===== src/rtl/spi_frame_sequencer.sv =====
// -----------------------------------------------------------------------------
// spi_frame_sequencer
// Turns the contents of a small TX FIFO into one multi-byte SPI frame. The
// frame is framed by an active-low slave select and fed one byte at a time
// into the SPI master byte engine. Replies from the engine are collected into
// an RX FIFO that the host reads show-ahead.
//
// Optional feature: define SPI_SEQ_TIMEOUT_EN to add a watchdog on the engine
// handshake and the sticky SEQ_timeout_Out port. The default build has neither.
// -----------------------------------------------------------------------------
module spi_frame_sequencer #(
   parameter int DATAWIDTH_BUS  = 8,
   parameter int FIFO_ADDR      = 2,
   parameter int SETUP_CYCLES   = 4,
   parameter int GAP_CYCLES     = 2,
   parameter int TIMEOUT_CYCLES = 255
) (
   input  logic                     SPI_MASTER_CLOCK_50,
   input  logic                     SPI_MASTER_RESET_InHigh,
   input  logic                     SEQ_txWrite_InHigh,
   input  logic [DATAWIDTH_BUS-1:0] SEQ_txData_In,
   output logic                     SEQ_txFull_Out,
   input  logic                     SEQ_frameGo_InHigh,
   input  logic                     SEQ_rxRead_InHigh,
   output logic [DATAWIDTH_BUS-1:0] SEQ_rxData_Out,
   output logic                     SEQ_rxEmpty_Out,
   output logic                     SEQ_frameDone_Out,
   output logic                     SEQ_rxOverrun_Out,
   output logic                     SEQ_SS_OutLow,
   output logic                     SEQ_start_Out,
   output logic [DATAWIDTH_BUS-1:0] SEQ_data_Out,
   input  logic                     SEQ_newData_In,
   input  logic [DATAWIDTH_BUS-1:0] SEQ_data_In,
`ifdef SPI_SEQ_TIMEOUT_EN
   output logic                     SEQ_timeout_Out,
`endif
   output logic                     SEQ_busy_Out
);

   localparam int DEPTH = 2 ** FIFO_ADDR;
   localparam logic [FIFO_ADDR:0]   CNT_ZERO_C   = (FIFO_ADDR+1)'(0);
   localparam logic [FIFO_ADDR:0]   CNT_ONE_C    = (FIFO_ADDR+1)'(1);
   localparam logic [FIFO_ADDR:0]   CNT_FULL_C   = (FIFO_ADDR+1)'(DEPTH);
   localparam logic [FIFO_ADDR-1:0] PTR_ZERO_C   = FIFO_ADDR'(0);
   localparam logic [FIFO_ADDR-1:0] PTR_ONE_C    = FIFO_ADDR'(1);
   localparam logic [3:0]           SETUP_LAST_C = 4'(SETUP_CYCLES - 1);
   localparam logic [3:0]           GAP_LAST_C   = 4'(GAP_CYCLES - 1);
   localparam logic [DATAWIDTH_BUS-1:0] BYTE_ZERO_C = DATAWIDTH_BUS'(0);
`ifdef SPI_SEQ_TIMEOUT_EN
   localparam logic [7:0]           TO_LAST_C    = 8'(TIMEOUT_CYCLES - 1);
`endif

   typedef enum logic [2:0] {
      ST_IDLE      = 3'd0,
      ST_SETUP     = 3'd1,
      ST_LOAD      = 3'd2,
      ST_WAIT_DONE = 3'd3,
      ST_GAP       = 3'd4,
      ST_HOLD      = 3'd5
   } state_t;

   // Sequencer state and registered outputs
   state_t                   state_r;
   logic [3:0]               wait_cnt_r;
   logic [FIFO_ADDR:0]       bytes_left_r;
   logic                     ss_r;
   logic                     start_r;
   logic [DATAWIDTH_BUS-1:0] data_r;
   logic                     frame_done_r;
   logic                     overrun_r;
   logic                     busy_r;
`ifdef SPI_SEQ_TIMEOUT_EN
   logic [7:0]               wd_r;
   logic                     timeout_r;
`endif

   // TX FIFO
   logic [DATAWIDTH_BUS-1:0] tx_mem_r [DEPTH];
   logic [FIFO_ADDR-1:0]     tx_wr_ptr_r;
   logic [FIFO_ADDR-1:0]     tx_rd_ptr_r;
   logic [FIFO_ADDR:0]       tx_count_r;
   logic                     tx_full_r;

   // RX FIFO
   logic [DATAWIDTH_BUS-1:0] rx_mem_r [DEPTH];
   logic [FIFO_ADDR-1:0]     rx_wr_ptr_r;
   logic [FIFO_ADDR-1:0]     rx_rd_ptr_r;
   logic [FIFO_ADDR:0]       rx_count_r;
   logic                     rx_empty_r;
   logic [DATAWIDTH_BUS-1:0] rx_head_r;

   // Combinational control
   logic                     go_accept_s;
   logic                     load_evt_s;
   logic                     tx_flush_s;
   logic                     tx_push_s;
   logic                     tx_pop_s;
   logic [FIFO_ADDR:0]       tx_count_nxt_s;
   logic                     rx_new_s;
   logic                     rx_push_s;
   logic                     rx_pop_s;
   logic                     overrun_evt_s;
   logic [FIFO_ADDR:0]       rx_count_nxt_s;
   logic [FIFO_ADDR-1:0]     rx_rd_ptr_nxt_s;
   logic [DATAWIDTH_BUS-1:0] rx_head_nxt_s;

   // Frame launch, byte load and abort decisions shared by the FSM and FIFOs
   always_comb begin
      go_accept_s = (state_r == ST_IDLE) && SEQ_frameGo_InHigh && (tx_count_r != CNT_ZERO_C);
      load_evt_s  = ((state_r == ST_SETUP) && (wait_cnt_r == SETUP_LAST_C)) ||
                    ((state_r == ST_GAP) && (wait_cnt_r == GAP_LAST_C) && (bytes_left_r != CNT_ZERO_C));
`ifdef SPI_SEQ_TIMEOUT_EN
      tx_flush_s  = (state_r == ST_WAIT_DONE) && !SEQ_newData_In && (wd_r == TO_LAST_C);
`else
      tx_flush_s  = 1'b0;
`endif
   end

   // TX FIFO handshakes: a push while full is accepted only if a pop frees a slot
   always_comb begin
      tx_pop_s  = load_evt_s && (tx_count_r != CNT_ZERO_C);
      tx_push_s = SEQ_txWrite_InHigh && ((tx_count_r != CNT_FULL_C) || tx_pop_s);
      case ({tx_push_s, tx_pop_s})
         2'b10:   tx_count_nxt_s = tx_count_r + CNT_ONE_C;
         2'b01:   tx_count_nxt_s = tx_count_r - CNT_ONE_C;
         default: tx_count_nxt_s = tx_count_r;
      endcase
   end

   // RX FIFO handshakes and the next show-ahead head value
   always_comb begin
      rx_new_s      = (state_r == ST_WAIT_DONE) && SEQ_newData_In;
      rx_pop_s      = SEQ_rxRead_InHigh && (rx_count_r != CNT_ZERO_C);
      rx_push_s     = rx_new_s && ((rx_count_r != CNT_FULL_C) || rx_pop_s);
      overrun_evt_s = rx_new_s && !rx_push_s;
      case ({rx_push_s, rx_pop_s})
         2'b10:   rx_count_nxt_s = rx_count_r + CNT_ONE_C;
         2'b01:   rx_count_nxt_s = rx_count_r - CNT_ONE_C;
         default: rx_count_nxt_s = rx_count_r;
      endcase
      if (rx_pop_s) begin
         rx_rd_ptr_nxt_s = rx_rd_ptr_r + PTR_ONE_C;
      end else begin
         rx_rd_ptr_nxt_s = rx_rd_ptr_r;
      end
      if (rx_count_nxt_s == CNT_ZERO_C) begin
         rx_head_nxt_s = BYTE_ZERO_C;
      end else if (rx_push_s && (rx_wr_ptr_r == rx_rd_ptr_nxt_s)) begin
         rx_head_nxt_s = SEQ_data_In;
      end else begin
         rx_head_nxt_s = rx_mem_r[rx_rd_ptr_nxt_s];
      end
   end

   // TX FIFO storage, pointers and registered full flag
   always_ff @(posedge SPI_MASTER_CLOCK_50 or posedge SPI_MASTER_RESET_InHigh) begin
      if (SPI_MASTER_RESET_InHigh) begin
         for (int i = 0; i < DEPTH; i++) begin
            tx_mem_r[i] <= BYTE_ZERO_C;
         end
         tx_wr_ptr_r <= PTR_ZERO_C;
         tx_rd_ptr_r <= PTR_ZERO_C;
         tx_count_r  <= CNT_ZERO_C;
         tx_full_r   <= 1'b0;
      end else if (tx_flush_s) begin
         tx_wr_ptr_r <= PTR_ZERO_C;
         tx_rd_ptr_r <= PTR_ZERO_C;
         tx_count_r  <= CNT_ZERO_C;
         tx_full_r   <= 1'b0;
      end else begin
         if (tx_push_s) begin
            tx_mem_r[tx_wr_ptr_r] <= SEQ_txData_In;
            tx_wr_ptr_r           <= tx_wr_ptr_r + PTR_ONE_C;
         end
         if (tx_pop_s) begin
            tx_rd_ptr_r <= tx_rd_ptr_r + PTR_ONE_C;
         end
         tx_count_r <= tx_count_nxt_s;
         tx_full_r  <= (tx_count_nxt_s == CNT_FULL_C);
      end
   end

   // RX FIFO storage, pointers, registered empty flag and show-ahead head
   always_ff @(posedge SPI_MASTER_CLOCK_50 or posedge SPI_MASTER_RESET_InHigh) begin
      if (SPI_MASTER_RESET_InHigh) begin
         for (int i = 0; i < DEPTH; i++) begin
            rx_mem_r[i] <= BYTE_ZERO_C;
         end
         rx_wr_ptr_r <= PTR_ZERO_C;
         rx_rd_ptr_r <= PTR_ZERO_C;
         rx_count_r  <= CNT_ZERO_C;
         rx_empty_r  <= 1'b1;
         rx_head_r   <= BYTE_ZERO_C;
      end else begin
         if (rx_push_s) begin
            rx_mem_r[rx_wr_ptr_r] <= SEQ_data_In;
            rx_wr_ptr_r           <= rx_wr_ptr_r + PTR_ONE_C;
         end
         rx_rd_ptr_r <= rx_rd_ptr_nxt_s;
         rx_count_r  <= rx_count_nxt_s;
         rx_empty_r  <= (rx_count_nxt_s == CNT_ZERO_C);
         rx_head_r   <= rx_head_nxt_s;
      end
   end

   // Frame sequencing FSM with registered slave select, start, data and status
   always_ff @(posedge SPI_MASTER_CLOCK_50 or posedge SPI_MASTER_RESET_InHigh) begin
      if (SPI_MASTER_RESET_InHigh) begin
         state_r      <= ST_IDLE;
         wait_cnt_r   <= 4'd0;
         bytes_left_r <= CNT_ZERO_C;
         ss_r         <= 1'b1;
         start_r      <= 1'b0;
         data_r       <= BYTE_ZERO_C;
         frame_done_r <= 1'b0;
         overrun_r    <= 1'b0;
         busy_r       <= 1'b0;
`ifdef SPI_SEQ_TIMEOUT_EN
         wd_r         <= 8'd0;
         timeout_r    <= 1'b0;
`endif
      end else begin
         start_r      <= 1'b0;
         frame_done_r <= 1'b0;
         case (state_r)
            ST_IDLE: begin
               if (go_accept_s) begin
                  bytes_left_r <= tx_count_r;
                  overrun_r    <= 1'b0;
                  ss_r         <= 1'b0;
                  busy_r       <= 1'b1;
                  wait_cnt_r   <= 4'd0;
                  state_r      <= ST_SETUP;
`ifdef SPI_SEQ_TIMEOUT_EN
                  timeout_r    <= 1'b0;
`endif
               end else begin
                  ss_r   <= 1'b1;
                  busy_r <= 1'b0;
               end
            end
            ST_SETUP: begin
               if (load_evt_s) begin
                  start_r    <= 1'b1;
                  data_r     <= tx_mem_r[tx_rd_ptr_r];
                  wait_cnt_r <= 4'd0;
                  state_r    <= ST_LOAD;
               end else begin
                  wait_cnt_r <= wait_cnt_r + 4'd1;
               end
            end
            ST_LOAD: begin
               // start was raised on entry; the engine sees exactly one cycle of it
               state_r <= ST_WAIT_DONE;
`ifdef SPI_SEQ_TIMEOUT_EN
               wd_r    <= 8'd0;
`endif
            end
            ST_WAIT_DONE: begin
               if (SEQ_newData_In) begin
                  if (overrun_evt_s) begin
                     overrun_r <= 1'b1;
                  end
                  bytes_left_r <= bytes_left_r - CNT_ONE_C;
                  wait_cnt_r   <= 4'd0;
                  state_r      <= ST_GAP;
               end
`ifdef SPI_SEQ_TIMEOUT_EN
               else if (wd_r == TO_LAST_C) begin
                  // engine never answered: drop the frame and report it
                  bytes_left_r <= CNT_ZERO_C;
                  ss_r         <= 1'b1;
                  frame_done_r <= 1'b1;
                  timeout_r    <= 1'b1;
                  state_r      <= ST_HOLD;
               end else begin
                  wd_r <= wd_r + 8'd1;
               end
`else
               else begin
                  state_r <= ST_WAIT_DONE;
               end
`endif
            end
            ST_GAP: begin
               if (wait_cnt_r == GAP_LAST_C) begin
                  wait_cnt_r <= 4'd0;
                  if (load_evt_s) begin
                     start_r <= 1'b1;
                     data_r  <= tx_mem_r[tx_rd_ptr_r];
                     state_r <= ST_LOAD;
                  end else begin
                     ss_r         <= 1'b1;
                     frame_done_r <= 1'b1;
                     state_r      <= ST_HOLD;
                  end
               end else begin
                  wait_cnt_r <= wait_cnt_r + 4'd1;
               end
            end
            ST_HOLD: begin
               busy_r  <= 1'b0;
               state_r <= ST_IDLE;
            end
            default: begin
               ss_r    <= 1'b1;
               busy_r  <= 1'b0;
               state_r <= ST_IDLE;
            end
         endcase
      end
   end

   assign SEQ_txFull_Out    = tx_full_r;
   assign SEQ_rxData_Out    = rx_head_r;
   assign SEQ_rxEmpty_Out   = rx_empty_r;
   assign SEQ_frameDone_Out = frame_done_r;
   assign SEQ_rxOverrun_Out = overrun_r;
   assign SEQ_SS_OutLow     = ss_r;
   assign SEQ_start_Out     = start_r;
   assign SEQ_data_Out      = data_r;
   assign SEQ_busy_Out      = busy_r;
`ifdef SPI_SEQ_TIMEOUT_EN
   assign SEQ_timeout_Out   = timeout_r;
`endif

endmodule

===== config.mk =====
export PLATFORM = sky130hd
export DESIGN_NAME = spi_frame_sequencer
export DESIGN_NICKNAME = d
export VERILOG_FILES = /design/src/rtl/spi_frame_sequencer.sv
export SDC_FILE = /design/constraint.sdc
export NUM_CORES = 1
export LEC_CHECK = 0
export ABC_AREA = 1
export CAP_MARGIN = 25
export CORE_MARGIN = 5
export CORE_UTILIZATION = 28
export CTS_CLUSTER_DIAMETER = 80
export DETAILED_ROUTE_END_ITERATION = 10
export GPL_TIMING_DRIVEN = 0
export MAX_ROUTING_LAYER = met4
export PLACE_DENSITY = 0.49
export RECOVER_POWER = 100
export SYNTH_ARGS = -nofsm -noshare
export SYNTH_HDL_FRONTEND = slang
export SYNTH_SLANG_ARGS = --single-unit

===== constraint.sdc =====
create_clock -name SPI_MASTER_CLOCK_50 -period 5.6 [get_ports SPI_MASTER_CLOCK_50]
set_input_delay 1.12 -clock SPI_MASTER_CLOCK_50 [delete_from_list [all_inputs] [get_ports SPI_MASTER_CLOCK_50]]
set_output_delay 1.12 -clock SPI_MASTER_CLOCK_50 [all_outputs]
set_load 0.1 [all_outputs]

==> results.sh <==
export IMPL_outcome="complete, but fails checks"
export IMPL_violations="capacitance limit, slew limit"
export IMPL_layout_cells_non_filler=960
export IMPL_cp_buffers_inverters=5
export IMPL_sw_frac_of_total_pct=47.6
export IMPL_seq_area_frac_synth_pct=49.5
export IMPL_clk_pin_slew_ns=0.08
export IMPL_cp_common_cell="nor2_1"
export IMPL_clkSinkCount=111
export IMPL_netSwitchingPower_uw=1990
export IMPL_max_freq_ghz=0.258
export IMPL_worstReg2RegStart="state_r[2]$_DFFE_PP0P_"
export IMPL_synthMuxAreaShare_pct=0
export IMPL_postCtsResizedCells=0
export IMPL_die_h_um=152
export IMPL_drtIter0Drc=252
export IMPL_p_int_uw=2200
export IMPL_ys_warn_count=0
export IMPL_synth_seq_cells=111
export IMPL_grt_pass1_vias=4406
export IMPL_final_fill_count=2101
export IMPL_area_growth_synth_to_final_pct=15.4
export IMPL_skew_ns=0.00692
export IMPL_synthTopCellsByArea="dfrtp_1 (49%), nand2_1 (8.7%), inv_1 (5.5%)"
export IMPL_pre_cts_ws_ns=1.58
export IMPL_synth_edff_count=0
export IMPL_slowest_stage="dlygate4sd3_1"
export IMPL_yosys_area_share_adder_pct=3.83
export IMPL_clockRootBuffer="clkbuf_16"
export IMPL_clkPwrFrac_pct=16.7
export IMPL_grt_use_total_pct=12.5
export IMPL_grt_max_degree=69
export IMPL_min_path_type="flop to flop"
export IMPL_drt_first_pass_iters=4
export IMPL_clk_latency_ns=0.36
export IMPL_critPathMaxFanout=10
export IMPL_period_share_pct=69.2
export IMPL_diodes=0
export IMPL_rsz0062_at_grt="no"
export IMPL_finalHoldViolCount=0
export IMPL_netlist_area_sq_um=5620
export IMPL_grt_overflow_total=0
export IMPL_avgSynthCellArea_sq_um=8.86
export IMPL_initial_utilization_pct=28.7
export IMPL_io_buffers=44
export IMPL_cp_end_kind="flop"
export IMPL_wl_mm=12.8
export IMPL_drc=0
export IMPL_power_frac_seq_pct=32.9
export IMPL_synthFlopType="dfrtp_1"
export IMPL_synth_top_family_by_area="simple AND/OR/NAND/NOR gates"
export IMPL_netlist_area_leader_share_pct=48.6
export IMPL_grt_pass1_wl_mm=22.1
export IMPL_synth_compound_area_share_pct=12.1
export IMPL_path_cells="dlygate4sd3_1 -> nand2_4 -> nor2_1 -> buf_6 -> inv_1 -> ha_1 -> inv_1 -> fa_1 -> nor2_1 -> a21oi_1 -> inv_1 -> nor2_1 -> nand2_1 -> nand2_1 -> nor2_1"
export IMPL_setup_ws_ns=1.73
export IMPL_fin_crit_ns=3.87
export IMPL_reg2reg_setup_slack_ns=2.30
export IMPL_synthSimpleGateAreaFrac_pct=24.7
export IMPL_cts_buffers=9
export IMPL_cp_start_kind="input port"
export IMPL_final_common_cell="nand2_1"
export IMPL_r2r_end="SEQ_rxData_Out[7]$_DFF_PP0_"
export IMPL_drive_gt1_share_pct=6.47
export IMPL_place_congestion=0.861
export IMPL_slew_violations=44
export IMPL_relSlewSlack_pct=-37.4
export IMPL_tritoncts="built"
export IMPL_cpPeakStageDelay_ns=0.65
export IMPL_maxCapViolCount=1
export IMPL_final_antenna_net_count=0
export IMPL_final_cell_mix="nand2_1 (135), dfrtp_1 (109), inv_1 (82)"
export IMPL_cellPowerDensity_nw_per_um2=647
export IMPL_min_delay_path_depth=2
export IMPL_max_vdd_ir_drop_uv=445
export IMPL_synth_nets=672
export IMPL_syn_inst=634
export IMPL_cts_setup_buffers=0
export IMPL_p_leak_uw=0.00316
export IMPL_ios=45
export IMPL_min_delay_start="SEQ_SS_OutLow$_DFFE_PP1P_"
export IMPL_synth_xor_area_share_pct=1.40
export IMPL_dp_hpwl_mm=9.33
export IMPL_setup_viol=0
export IMPL_vias=4202
export IMPL_synth_cell_type_count=38
export IMPL_dp_cells=944
export IMPL_ys_async_sr_fraction_pct=100
export IMPL_cts_htree_levels=3
export IMPL_clockBufferDepth=2
export IMPL_yosys_area_top_type="dfrtp_1"
export IMPL_ctsHoldBuffers=0
export IMPL_rows=51
export IMPL_whs_endpoint="SEQ_SS_OutLow$_DFFE_PP1P_"
export IMPL_power_frac_comb_pct=50.4
export IMPL_worst_slew_pin_slew_ns=2.05
export IMPL_worstSetupPathType="input port to flop"
export IMPL_core_area_sq_um=19600
export IMPL_critPathArrivalTime_ns=4.16
export IMPL_die_width_um=152
export IMPL_critical_path_top_delay_family="simple AND/OR/NAND/NOR gates"
export IMPL_r2r_cells=17
export IMPL_nets=728
export IMPL_dieArea_sq_um=23000
export IMPL_crit_required_ns=5.89
export IMPL_wl_per_cell_um=13.3
export IMPL_antenna_found_initial=0
export IMPL_routed_via_density=4.38
==> power groups by stage <==
stage | registers, uW | logic (uW) | clock network, uW
2_1_floorplan | 1850 | 1300 | 0
3_3_place_gp | 1390 | 2250 | 0
3_5_place_dp | 1400 | 2280 | 0
4_1_cts | 1390 | 2300 | 727
5_1_grt | 1430 | 2390 | 760
6_report | 1380 | 2110 | 700
==> cell usage after synthesis (all sizes together) (2+ instances only) <==
cell type / count
nand3: 42
dfrtp: 109
xnor2: 3
ha: 14
xor2: 6
nand3b: 9
nand4: 12
o211ai: 2
inv: 85
nor2: 79
o21ai: 91
dfstp: 2
buf: 15
clkbuf: 3
nand2: 138
nor3b: 2
fa: 2
a21oi: 8
a31oi: 8
==> worst min-delay path, stage by stage, from the launching register on <==
cell     delay [ns]
dfstp_2        0.37
inv_1          0.04
a21oi_1        0.06
==> cell type report <==
cell class,count,area [sq um],share of cell area (%)
Inverter,86,325,5.02
Buffer,18,81.3,1.25
Clock buffer,10,229,3.53
Sequential cell,111,2780,42.9
Timing Repair Buffer,45,468,7.22
Multi-Input combinational cell,419,2180,33.6
Clock inverter,6,90.1,1.39
Tap cell,265,332,5.11
==> cell families after synthesis <==
logic type | count (synthesis)
xor gates and xnor gates | 9
and+or+nand+nor | 283
DFF | 111
AOI/OAI and AO/OA | 111
buffers and inverters | 104
adders and majority gates | 16
==> flip-flops by register name, indices dropped and copies added, names as in the netlist <==
register           flops
rx_mem_r              32
tx_mem_r              32
SEQ_data_Out           8
SEQ_rxData_Out         8
wait_cnt_r             4
bytes_left_r           3
rx_count_r             3
state_r                3
tx_count_r             3
rx_rd_ptr_r            2
rx_wr_ptr_r            2
tx_rd_ptr_r            2
tx_wr_ptr_r            2
SEQ_SS_OutLow          1
SEQ_busy_Out           1
SEQ_frameDone_Out      1
SEQ_rxEmpty_Out        1
SEQ_rxOverrun_Out      1
SEQ_start_Out          1
SEQ_txFull_Out         1
==> per-stage QoR <==
step / setup TNS (ns) / utilization [%] / area (sq um) / total power (uW) / hold WS [ns]
detailed placement: 0 / 32.8 / 6420 / 3680 / 0.463
CTS: 0 / 34.4 / 6740 / 4410 / 0.480
finish: 0 / 33.1 / 6480 / 4190 / 0.474
global route: 0 / 33.1 / 6480 / 4580 / 0.498
floorplan: 0 / - / 5620 / 3150 / 0.450
global placement: -17.18 / 32.6 / 6390 / 3640 / 0.458
==> how the worst max path moves through the flow <==
stage,startpoint,to,slack [ns],cells after the start
2_1_floorplan,SPI_MASTER_RESET_InHigh,SEQ_busy_Out$_DFFE_PP0N_,1.55,1
4_1_cts,SEQ_rxRead_InHigh,SEQ_rxData_Out[0]$_DFF_PP0_,1.95,15
6_report,SEQ_newData_In,SEQ_rxData_Out[7]$_DFF_PP0_,1.73,15
3_3_place_gp,SPI_MASTER_RESET_InHigh,tx_mem_r[8]$_DFFE_PP0P_,-0.16,2
3_5_place_dp,SEQ_rxRead_InHigh,SEQ_rxData_Out[0]$_DFF_PP0_,1.58,15
5_1_grt,SEQ_newData_In,SEQ_rxData_Out[2]$_DFF_PP0_,1.48,15
==> metal layers <==
metal	GRT usage, %	routed length, um	up-vias	part of all wire (%)
met5	-	0	-	0
met4	3.50	165	0	1.3
met3	2.71	445	14	3.5
met2	20.1	6060	69	47
met1	15.9	6130	1978	48
li1	-	-	2141	-
No activity file was read; power rests on OpenSTA's default activity.
